## src/rtl/scan_seq_ctrl.sv

```systemverilog
// Scan test sequencer: serial key unlock, then shift/capture patterns on request.
// All outputs are flops loaded from the next-state decode, so no input reaches
// an output without passing through a register.
module scan_seq_ctrl #(
  parameter int           CHAIN_LEN = 209,
  parameter int           CAP_CYC   = 1,
  parameter logic [7:0]   KEY       = 8'hA5
) (
  input  logic        clk,
  input  logic        srstz,
  input  logic        tst_i,
  input  logic        key_di,
  input  logic        scan_go,
  output logic        scan_mode,
  output logic        scan_en,
  output logic        capture,
  output logic        busy,
  output logic        done,
  output logic        locked,
  output logic [15:0] pat_cnt,
  output logic [9:0]  shift_cnt
);

  typedef enum logic [2:0] {
    S_IDLE, S_KEY, S_LOCK, S_READY, S_SHIFT, S_CAPT
  } state_t;

  localparam logic [9:0] SH_LAST  = 10'(CHAIN_LEN - 1);
  localparam logic [2:0] CAP_LAST = 3'(CAP_CYC - 1);

  state_t      state, nxt;
  logic [7:0]  key_sr, key_nxt;
  logic [2:0]  bit_cnt, bit_nxt;
  logic [2:0]  cap_cnt, cap_nxt;
  logic [9:0]  sh_nxt;
  logic [15:0] pat_nxt;
  logic        done_nxt;

  // Next-state and next-counter decode; tst_i low overrides everything.
  always_comb begin
    nxt      = state;
    key_nxt  = key_sr;
    bit_nxt  = bit_cnt;
    cap_nxt  = cap_cnt;
    sh_nxt   = '0;
    pat_nxt  = pat_cnt;
    done_nxt = 1'b0;
    if (!tst_i) begin
      nxt = S_IDLE;
    end else begin
      case (state)
        S_IDLE: begin
          // pat_cnt survives a tst_i drop and only clears on the way into KEY
          nxt     = S_KEY;
          key_nxt = '0;
          bit_nxt = '0;
          pat_nxt = '0;
        end
        S_KEY: begin
          key_nxt = {key_sr[6:0], key_di};
          bit_nxt = bit_cnt + 3'd1;
          // compare the shifted value so the 8th bit is included
          if (bit_cnt == 3'd7) nxt = (key_nxt == KEY) ? S_READY : S_LOCK;
        end
        S_LOCK: nxt = S_LOCK;
        S_READY: begin
          if (scan_go) nxt = S_SHIFT;
        end
        S_SHIFT: begin
          if (shift_cnt == SH_LAST) begin
            nxt     = S_CAPT;
            cap_nxt = '0;
          end else begin
            sh_nxt = shift_cnt + 10'd1;
          end
        end
        S_CAPT: begin
          if (cap_cnt == CAP_LAST) begin
            nxt      = S_READY;
            done_nxt = 1'b1;
            if (pat_cnt != 16'hFFFF) pat_nxt = pat_cnt + 16'd1;
          end else begin
            cap_nxt = cap_cnt + 3'd1;
          end
        end
        default: nxt = S_IDLE;
      endcase
    end
  end

  // State, counters and registered outputs.
  always_ff @(posedge clk or negedge srstz) begin
    if (!srstz) begin
      state     <= S_IDLE;
      key_sr    <= '0;
      bit_cnt   <= '0;
      cap_cnt   <= '0;
      scan_mode <= 1'b0;
      scan_en   <= 1'b0;
      capture   <= 1'b0;
      busy      <= 1'b0;
      done      <= 1'b0;
      locked    <= 1'b0;
      pat_cnt   <= '0;
      shift_cnt <= '0;
    end else begin
      state     <= nxt;
      key_sr    <= key_nxt;
      bit_cnt   <= bit_nxt;
      cap_cnt   <= cap_nxt;
      scan_mode <= (nxt == S_READY) || (nxt == S_SHIFT) || (nxt == S_CAPT);
      scan_en   <= (nxt == S_SHIFT);
      capture   <= (nxt == S_CAPT);
      busy      <= (nxt == S_SHIFT) || (nxt == S_CAPT);
      done      <= done_nxt;
      locked    <= (nxt == S_LOCK);
      pat_cnt   <= pat_nxt;
      shift_cnt <= sh_nxt;
    end
  end

endmodule

```

## config.mk

```make
export PLATFORM = sky130hd
export DESIGN_NAME = scan_seq_ctrl
export DESIGN_NICKNAME = d
export VERILOG_FILES = /design/src/rtl/scan_seq_ctrl.sv
export SDC_FILE = /design/constraint.sdc
export NUM_CORES = 1
export LEC_CHECK = 0
export CAP_MARGIN = 20
export CORE_UTILIZATION = 28
export DETAILED_ROUTE_END_ITERATION = 10
export GPL_ROUTABILITY_DRIVEN = 0
export PLACE_DENSITY = 0.57
export SYNTH_ARGS = -nofsm -noshare
export SYNTH_HDL_FRONTEND = slang
export SYNTH_SLANG_ARGS = --single-unit
```

## constraint.sdc

```tcl
create_clock -name clk -period 4.1 [get_ports clk]
set_input_delay 0.82 -clock clk [delete_from_list [all_inputs] [get_ports clk]]
set_output_delay 0.82 -clock clk [all_outputs]
set_load 0.05 [all_outputs]
```

==> run_results.csv, run 1 <==
group,metric,value,unit
detailed_routing,drc,0,
sta,relSlewSlack,48.0,%
yosys,yosysMostFrequentCell,"dfrtp_1",
detailed_routing,routed_wl,5310,um
setup_path,cp_cell_sequence,"clkdlybuf4s50_1",
layout,fin_cells,397,
layout,fin_area,3010,sq um
placement,dpl_cell_area,2870,sq um
clock_network,cts_tree,"done",
grt,antenna_found_initial,0,
power,combPwrFrac,4.5,%
setup_path,arrival,1.63,ns
sta,finalSetupViolCount,0,
yosys,async_reset_ff_share,100,%
clock_network,post-cts-setup-buffers,0,
floorplan,die_y,95.4,um
power,p_leak,1.28,nW
floorplan,die-area,9110,sq um
yosys,synth_area,2440,sq um
power,p_switching,203,uW
sta,hold_viol,0,
yosys,syn_avg_cell_area,9.51,sq um
yosys,yosysUniqueCellTypes,49,
layout,final_util,36.1,%
detailed_routing,drtIter0Drc,121,
sta,min_period,2.45,ns
grt,grt_use_total,12.7,%
power,p_seq_share,55.5,%
detailed_routing,vias,1979,
yosys,synth-edff-count,0,
yosys,yosys.area.top_type,"dfrtp_1",
flow_run,maxCapViolCount,0,
power,irDropWorstVdd,0.147,mV
yosys,ys.flop_type,"dfrtp_1",
detailed_routing,drt-wirelength-per-cell,13.4,um
setup_path,cpPeakStageDelay,0.85,ns
sta,maxSlewViolCount,0,
grt,grt_pass1_vias,1824,
clock_network,cts_max_level,2,
clock_network,cts_resized,0,
yosys,ys_seq_elements,48,
setup_path,worstPathRequired,3.28,ns
power,power_density,292,nW/um^2
yosys,synth.top_cells.by_area,"dfrtp_1 (49%), nand2_1 (6.0%), o21ai_0 (3.7%)",
grt,gr-total-overflow,0,
grt,grt_pass1_wl,8920,um
detailed_routing,ant_nets,0,
floorplan,rows,33,
outcome,status,"finished, final reports clean",
clock_network,ctsRootBufferMaster,"clkbuf_8",
detailed_routing,via_per_inst,4.98,
setup_path,endpoint_kind,"output pin",
placement,io_buffers,36,
setup_path,cp-start-kind,"register",
clock_network,hold_buffers,0,
clock_network,clock_path_buffers,2,
yosys,synth.net_count,269,
layout,fillers,869,
setup_path,crit_family,"buffers and inverters",
layout,multi_input_area,1140,sq um
layout,drive_gt1_share,8.22,%
yosys,synth_common_cells,"dfrtp_1 (48), nand2_1 (39), nor2_1 (23)",
placement,dp_cells,388,
yosys,yosys.area.top_type_share,49.1,%
layout,regArea,1200,sq um
clock_network,cts.reportedPaths.clkPinSlew,0.09,ns
setup_path,slowest_stage,"clkdlybuf4s50_1",
layout,nNetsFinal,303,
detailed_routing,drt_first_pass_iters,4,
clock_network,worstSkewPairLatency,0.30,ns
yosys,syn_inst,257,
clock_network,cts_buffers,5,
setup_path,critPathMaxFanout,8,
power,power_frac_clock,40.1,%
layout,areaGrowthSynthToFinish,23.1,%
floorplan,initial_core_util,29.3,%
sta,worstMarginPinSlew,0.774,ns
clock_network,clock-sinks,48,
floorplan,die_w,95.4,um
sta,fin_worst_skew,0.00787,ns
hold_path,hold_class,"in -> async",
placement,dp_hpwl,3580,um
sta,fin_tns_setup,0,ns
grt,grt_max_degree,49,
sta,fin_crit_sh,59.7,%
sta,rsz0062_at_grt,"no",
power,switching_share,23.1,%
sta,hold_ws,0.445,ns
floorplan,core,8340,sq um
setup_path,critPathKind,"reg -> out",
power,intPower,677,uW
floorplan,top_level_ports,37,
setup_path,rrSetupSlack,1.84,ns
sta,max_freq,409,MHz
layout,diodes,0,
yosys,ys_warn_count,0,
setup_path,crit_buf_inv,1,
yosys,synth-seq-area-share,49.1,%
[stage by stage]
stage               setup slack [ns]  total power, mW
global placement                1.48            0.535
global route                    1.59            0.916
finish                          1.65            0.880
floorplan                       2.06            0.518
CTS                             1.64            0.893
detailed placement              1.42            0.536
[sequential cells by signal, summed over array words and instances (netlist names)]
| register | flops |
|---|---|
| done | 1 |
| cap_cnt | 3 |
| shift_cnt | 10 |
| key_sr | 7 |
| capture | 1 |
| busy | 1 |
| pat_cnt | 16 |
| bit_cnt | 3 |
| scan_mode | 1 |
| locked | 1 |
| state | 3 |
| scan_en | 1 |
[final timing paths]
| check | depth (start not counted) | to | from |
|---|---|---|---|
| max | 1 | pat_cnt[9] | pat_cnt[9]$_DFFE_PN0P_ |
| min | 1 | pat_cnt[11]$_DFFE_PN0P_ | srstz |
| max reg2reg | 5 | pat_cnt[14]$_DFFE_PN0P_ | state[2]$_DFF_PN0_ |
| min reg2reg | 2 | bit_cnt[2]$_DFFE_PN0P_ | bit_cnt[2]$_DFFE_PN0P_ |
| max in group asynchronous | 2 | done$_DFF_PN0_ | srstz |
| min in group clk | 2 | bit_cnt[2]$_DFFE_PN0P_ | bit_cnt[2]$_DFFE_PN0P_ |
[area by class of cell]
class                      count  area share (%)
inverter                      13            1.62
timing repair buffer          37            12.5
clock buffer                   5            2.29
sequential                    48            39.9
clock inverter                 3            1.58
tap                          105            4.36
multi-input combinational    186            37.8
[cell usage in the layout, fill, tap and decap left out, types with 5 or more instances in the layout]
cell type / Yosys / routed
dfrtp_1: 48 / 48
nand2_1: 39 / 39
o21ai_0: 18 / 18
o21ai_1: 18 / 18
nand4_1: 5 / 5
clkbuf_8: 0 / 5
and3_1: 9 / 9
nor2_1: 23 / 23
inv_1: 12 / 12
ha_1: 7 / 7
clkdlybuf4s50_1: 0 / 35
a31oi_1: 5 / 5
nand3_1: 13 / 13
[power by group through the flow]
stage / sequential (mW) / combinational, mW / clock (mW)
global placement: 0.498 / 0.0370 / 0
floorplan: 0.493 / 0.0247 / 0
global route: 0.490 / 0.0462 / 0.380
finish: 0.488 / 0.0393 / 0.353
detailed placement: 0.498 / 0.0379 / 0
CTS: 0.489 / 0.0380 / 0.367
[routing by layer]
layer / track usage, % / share of wire (%) / vias up
li1: - / - / 970
met1: 17.5 / 48 / 962
met2: 19.4 / 47 / 39
met3: 2.39 / 3.2 / 8
met4: 5.10 / 1.8 / 0
met5: 0 / 0 / -
[cell families (layout without fill, tap and decap cells)]
kind of cell | count (synthesis) | in the layout | share of synthesized area (%)
AO/OA/AOI/OAI | 64 | 64 | 17.2
AND/OR/NAND/NOR | 105 | 105 | 22.0
buffers and inverters | 23 | 58 | 4.35
flip-flops | 48 | 48 | 49.1
XOR/XNOR | 8 | 8 | 2.87
multiplexers | 2 | 2 | 0.870
adder cells (fa/ha/maj) | 7 | 7 | 3.58
Power figures use the tool's default switching activity.
==> inputs of run 2 (changes only) <==
--- a/config.mk
+++ b/config.mk
@@ -9,7 +9,7 @@
 export CORE_UTILIZATION = 28
 export DETAILED_ROUTE_END_ITERATION = 10
 export GPL_ROUTABILITY_DRIVEN = 0
-export PLACE_DENSITY = 0.57
+export PLACE_DENSITY = 0.59
 export SYNTH_ARGS = -nofsm -noshare
 export SYNTH_HDL_FRONTEND = slang
 export SYNTH_SLANG_ARGS = --single-unit
==> constraint.sdc (replaced) <==
create_clock -name clk -period 2.2 [get_ports clk]
set_input_delay 0.44 -clock clk [delete_from_list [all_inputs] [get_ports clk]]
set_output_delay 0.44 -clock clk [all_outputs]
set_load 0.05 [all_outputs]
==> run 2 against run 1 <==
  * Power rose by 90%
  * Critical path type unchanged
  * Die area did not move
  * Largest cell class unchanged
  * Count of clock-buffer cells in the layout rose by 1
  * Via count rose by 1.8%
  * Hold slack got worse by 0.35 ns
  * Flip-flop and latch count did not move
  * First-iteration DRC count rose by 2.5%
  * Combinational power rose by 120%
  * Register-to-register slack got worse by 1.6 ns
  * Clock skew rose by 0.0081 ns
  * Sequential power rose by 85%
==> run_results.csv, run 2 (synthesized netlist as in run 1, its figures left out) <==
group,metric,value,unit
detailed_routing,routed_wl,5310,um
floorplan,rows,33,
detailed_routing,vias,2015,
layout,areaGrowthSynthToFinish,27.6,%
power,fin_total_pwr,1.67,mW
setup_path,crit_buf_inv,1,
sta,finalSetupViolCount,0,
clock_network,worstSkewPairLatency,0.31,ns
sta,relSlewSlack,63.7,%
clock_network,cts.reportedPaths.clkPinSlew,0.10,ns
clock_network,cts_max_level,2,
detailed_routing,drt-wirelength-per-cell,12.9,um
setup_path,endpoint_kind,"output pin",
layout,fin_cells,411,
clock_network,hold_buffers,0,
hold_path,hold_class,"in -> async",
outcome,status,"finished, final reports clean",
detailed_routing,drt_first_pass_iters,4,
layout,diodes,0,
detailed_routing,drc,0,
layout,largest_reg_flops,16,
placement,io_buffers,36,
sta,rsz0062_at_grt,"no",
grt,grt_pass1_wl,8930,um
floorplan,die_w,95.4,um
layout,drive_gt1_share,12.4,%
setup_path,slowest_stage,"clkdlybuf4s50_1",
sta,fin_crit_sh,95.1,%
clock_network,clock-sinks,48,
clock_network,cts_tree,"done",
grt,grt_max_degree,28,
setup_path,cpPeakStageDelay,0.85,ns
setup_path,cp-start-kind,"register",
clock_network,ctsRootBufferMaster,"clkbuf_8",
setup_path,worstPathRequired,1.76,ns
clock_network,clock_path_buffers,2,
clock_network,cts_resized,0,
setup_path,critPathMaxFanout,8,
detailed_routing,drtIter0Drc,124,
sta,fin_worst_skew,0.0159,ns
layout,nNetsFinal,317,
grt,antenna_found_initial,0,
floorplan,initial_core_util,29.3,%
grt,grt_pass1_vias,1871,
setup_path,cp_cell_sequence,"clkdlybuf4s50_1",
floorplan,core,8340,sq um
sta,maxSlewViolCount,0,
sta,fin_tns_setup,0,ns
floorplan,die-area,9110,sq um
sta,max_freq,478,MHz
setup_path,critPathKind,"reg -> out",
power,p_leak,1.35,nW
detailed_routing,ant_nets,0,
layout,final_util,37.4,%
grt,grt_use_total,12.6,%
floorplan,die_y,95.4,um
placement,post-place-ws,0.0245,ns
flow_run,maxCapViolCount,0,
sta,fin_ws,0.109,ns
clock_network,cts_buffers,5,
sta,worstMarginPinSlew,0.543,ns
layout,largestRegisters,"pat_cnt x16, shift_cnt x10, key_sr x7",
grt,gr-total-overflow,0,
layout,final_common_cell,"dfrtp_1",
setup_path,crit_family,"buffers and inverters",
placement,dp_hpwl,3820,um
layout,final_cell_mix,"dfrtp_1 (48), nand2_1 (39), clkdlybuf4s50_1 (35), nor2_1 (23)",
clock_network,post-cts-setup-buffers,0,
sta,hold_viol,0,
setup_path,arrival,1.65,ns
detailed_routing,via_per_inst,4.90,
power,irDropWorstVdd,0.242,mV
power,power_density,535,nW/um^2
placement,dp_cells,403,
layout,top_register,"pat_cnt",
sta,min_period,2.09,ns
floorplan,top_level_ports,37,
-- run 2: cell count changes in the layout (fill, tap and decap cells not counted) --
cell and change:
buf_4 +14, clkbuf_8 +1, clkinv_4 -1
-- run 2: layer usage --
layer | wire length, um | vias to the layer above | GRT usage [%]
li1 | - | 996 | -
met1 | 2620 | 975 | 17.7
met2 | 2440 | 42 | 18.9
met3 | 197 | 2 | 2.47
met4 | 47 | 0 | 4.73
met5 | 0 | - | 0
-- run 2: final timing paths --
check / from / to / slack (ns) / cells past startpoint
max: pat_cnt[6]$_DFFE_PN0P_ / pat_cnt[6] / 0.11 / 1
max reg2reg: state[1]$_DFF_PN0_ / pat_cnt[14]$_DFFE_PN0P_ / 0.22 / 5
min reg2reg: key_sr[6]$_DFFE_PN0P_ / key_sr[6]$_DFFE_PN0P_ / 0.50 / 2
min in group clk: key_sr[6]$_DFFE_PN0P_ / key_sr[6]$_DFFE_PN0P_ / 0.50 / 2
max in group asynchronous: srstz / busy$_DFF_PN0_ / 1.57 / 2
min: srstz / pat_cnt[13]$_DFFE_PN0P_ / 0.1 / 1
-- run 2: where the power goes --
group          switching, mW  leakage [nW]  internal, mW
combinational         0.0527         0.633        0.0318
clock                  0.308        0.0614         0.372
sequential            0.0117         0.657         0.894
-- run 2: through the flow --
| stage | area (sq um) | hold WS, ns |
|---|---|---|
| finish | 3120 | 0.0971 |
| global route | 3120 | 0.140 |
| CTS | 3120 | 0.113 |
| detailed placement | 3000 | 0.451 |
| global placement | 3000 | 0.449 |
| floorplan | 2440 | 0.144 |
-- run 2: area by class of cell --
type,instances,area [sq um]
Sequential cell,48,1200
Timing Repair Buffer,51,480
Multi-Input combinational cell,186,1140
Tap cell,105,131
Inverter,13,48.8
Clock buffer,6,82.6
Clock inverter,2,38.8
Fill cell,830,5220
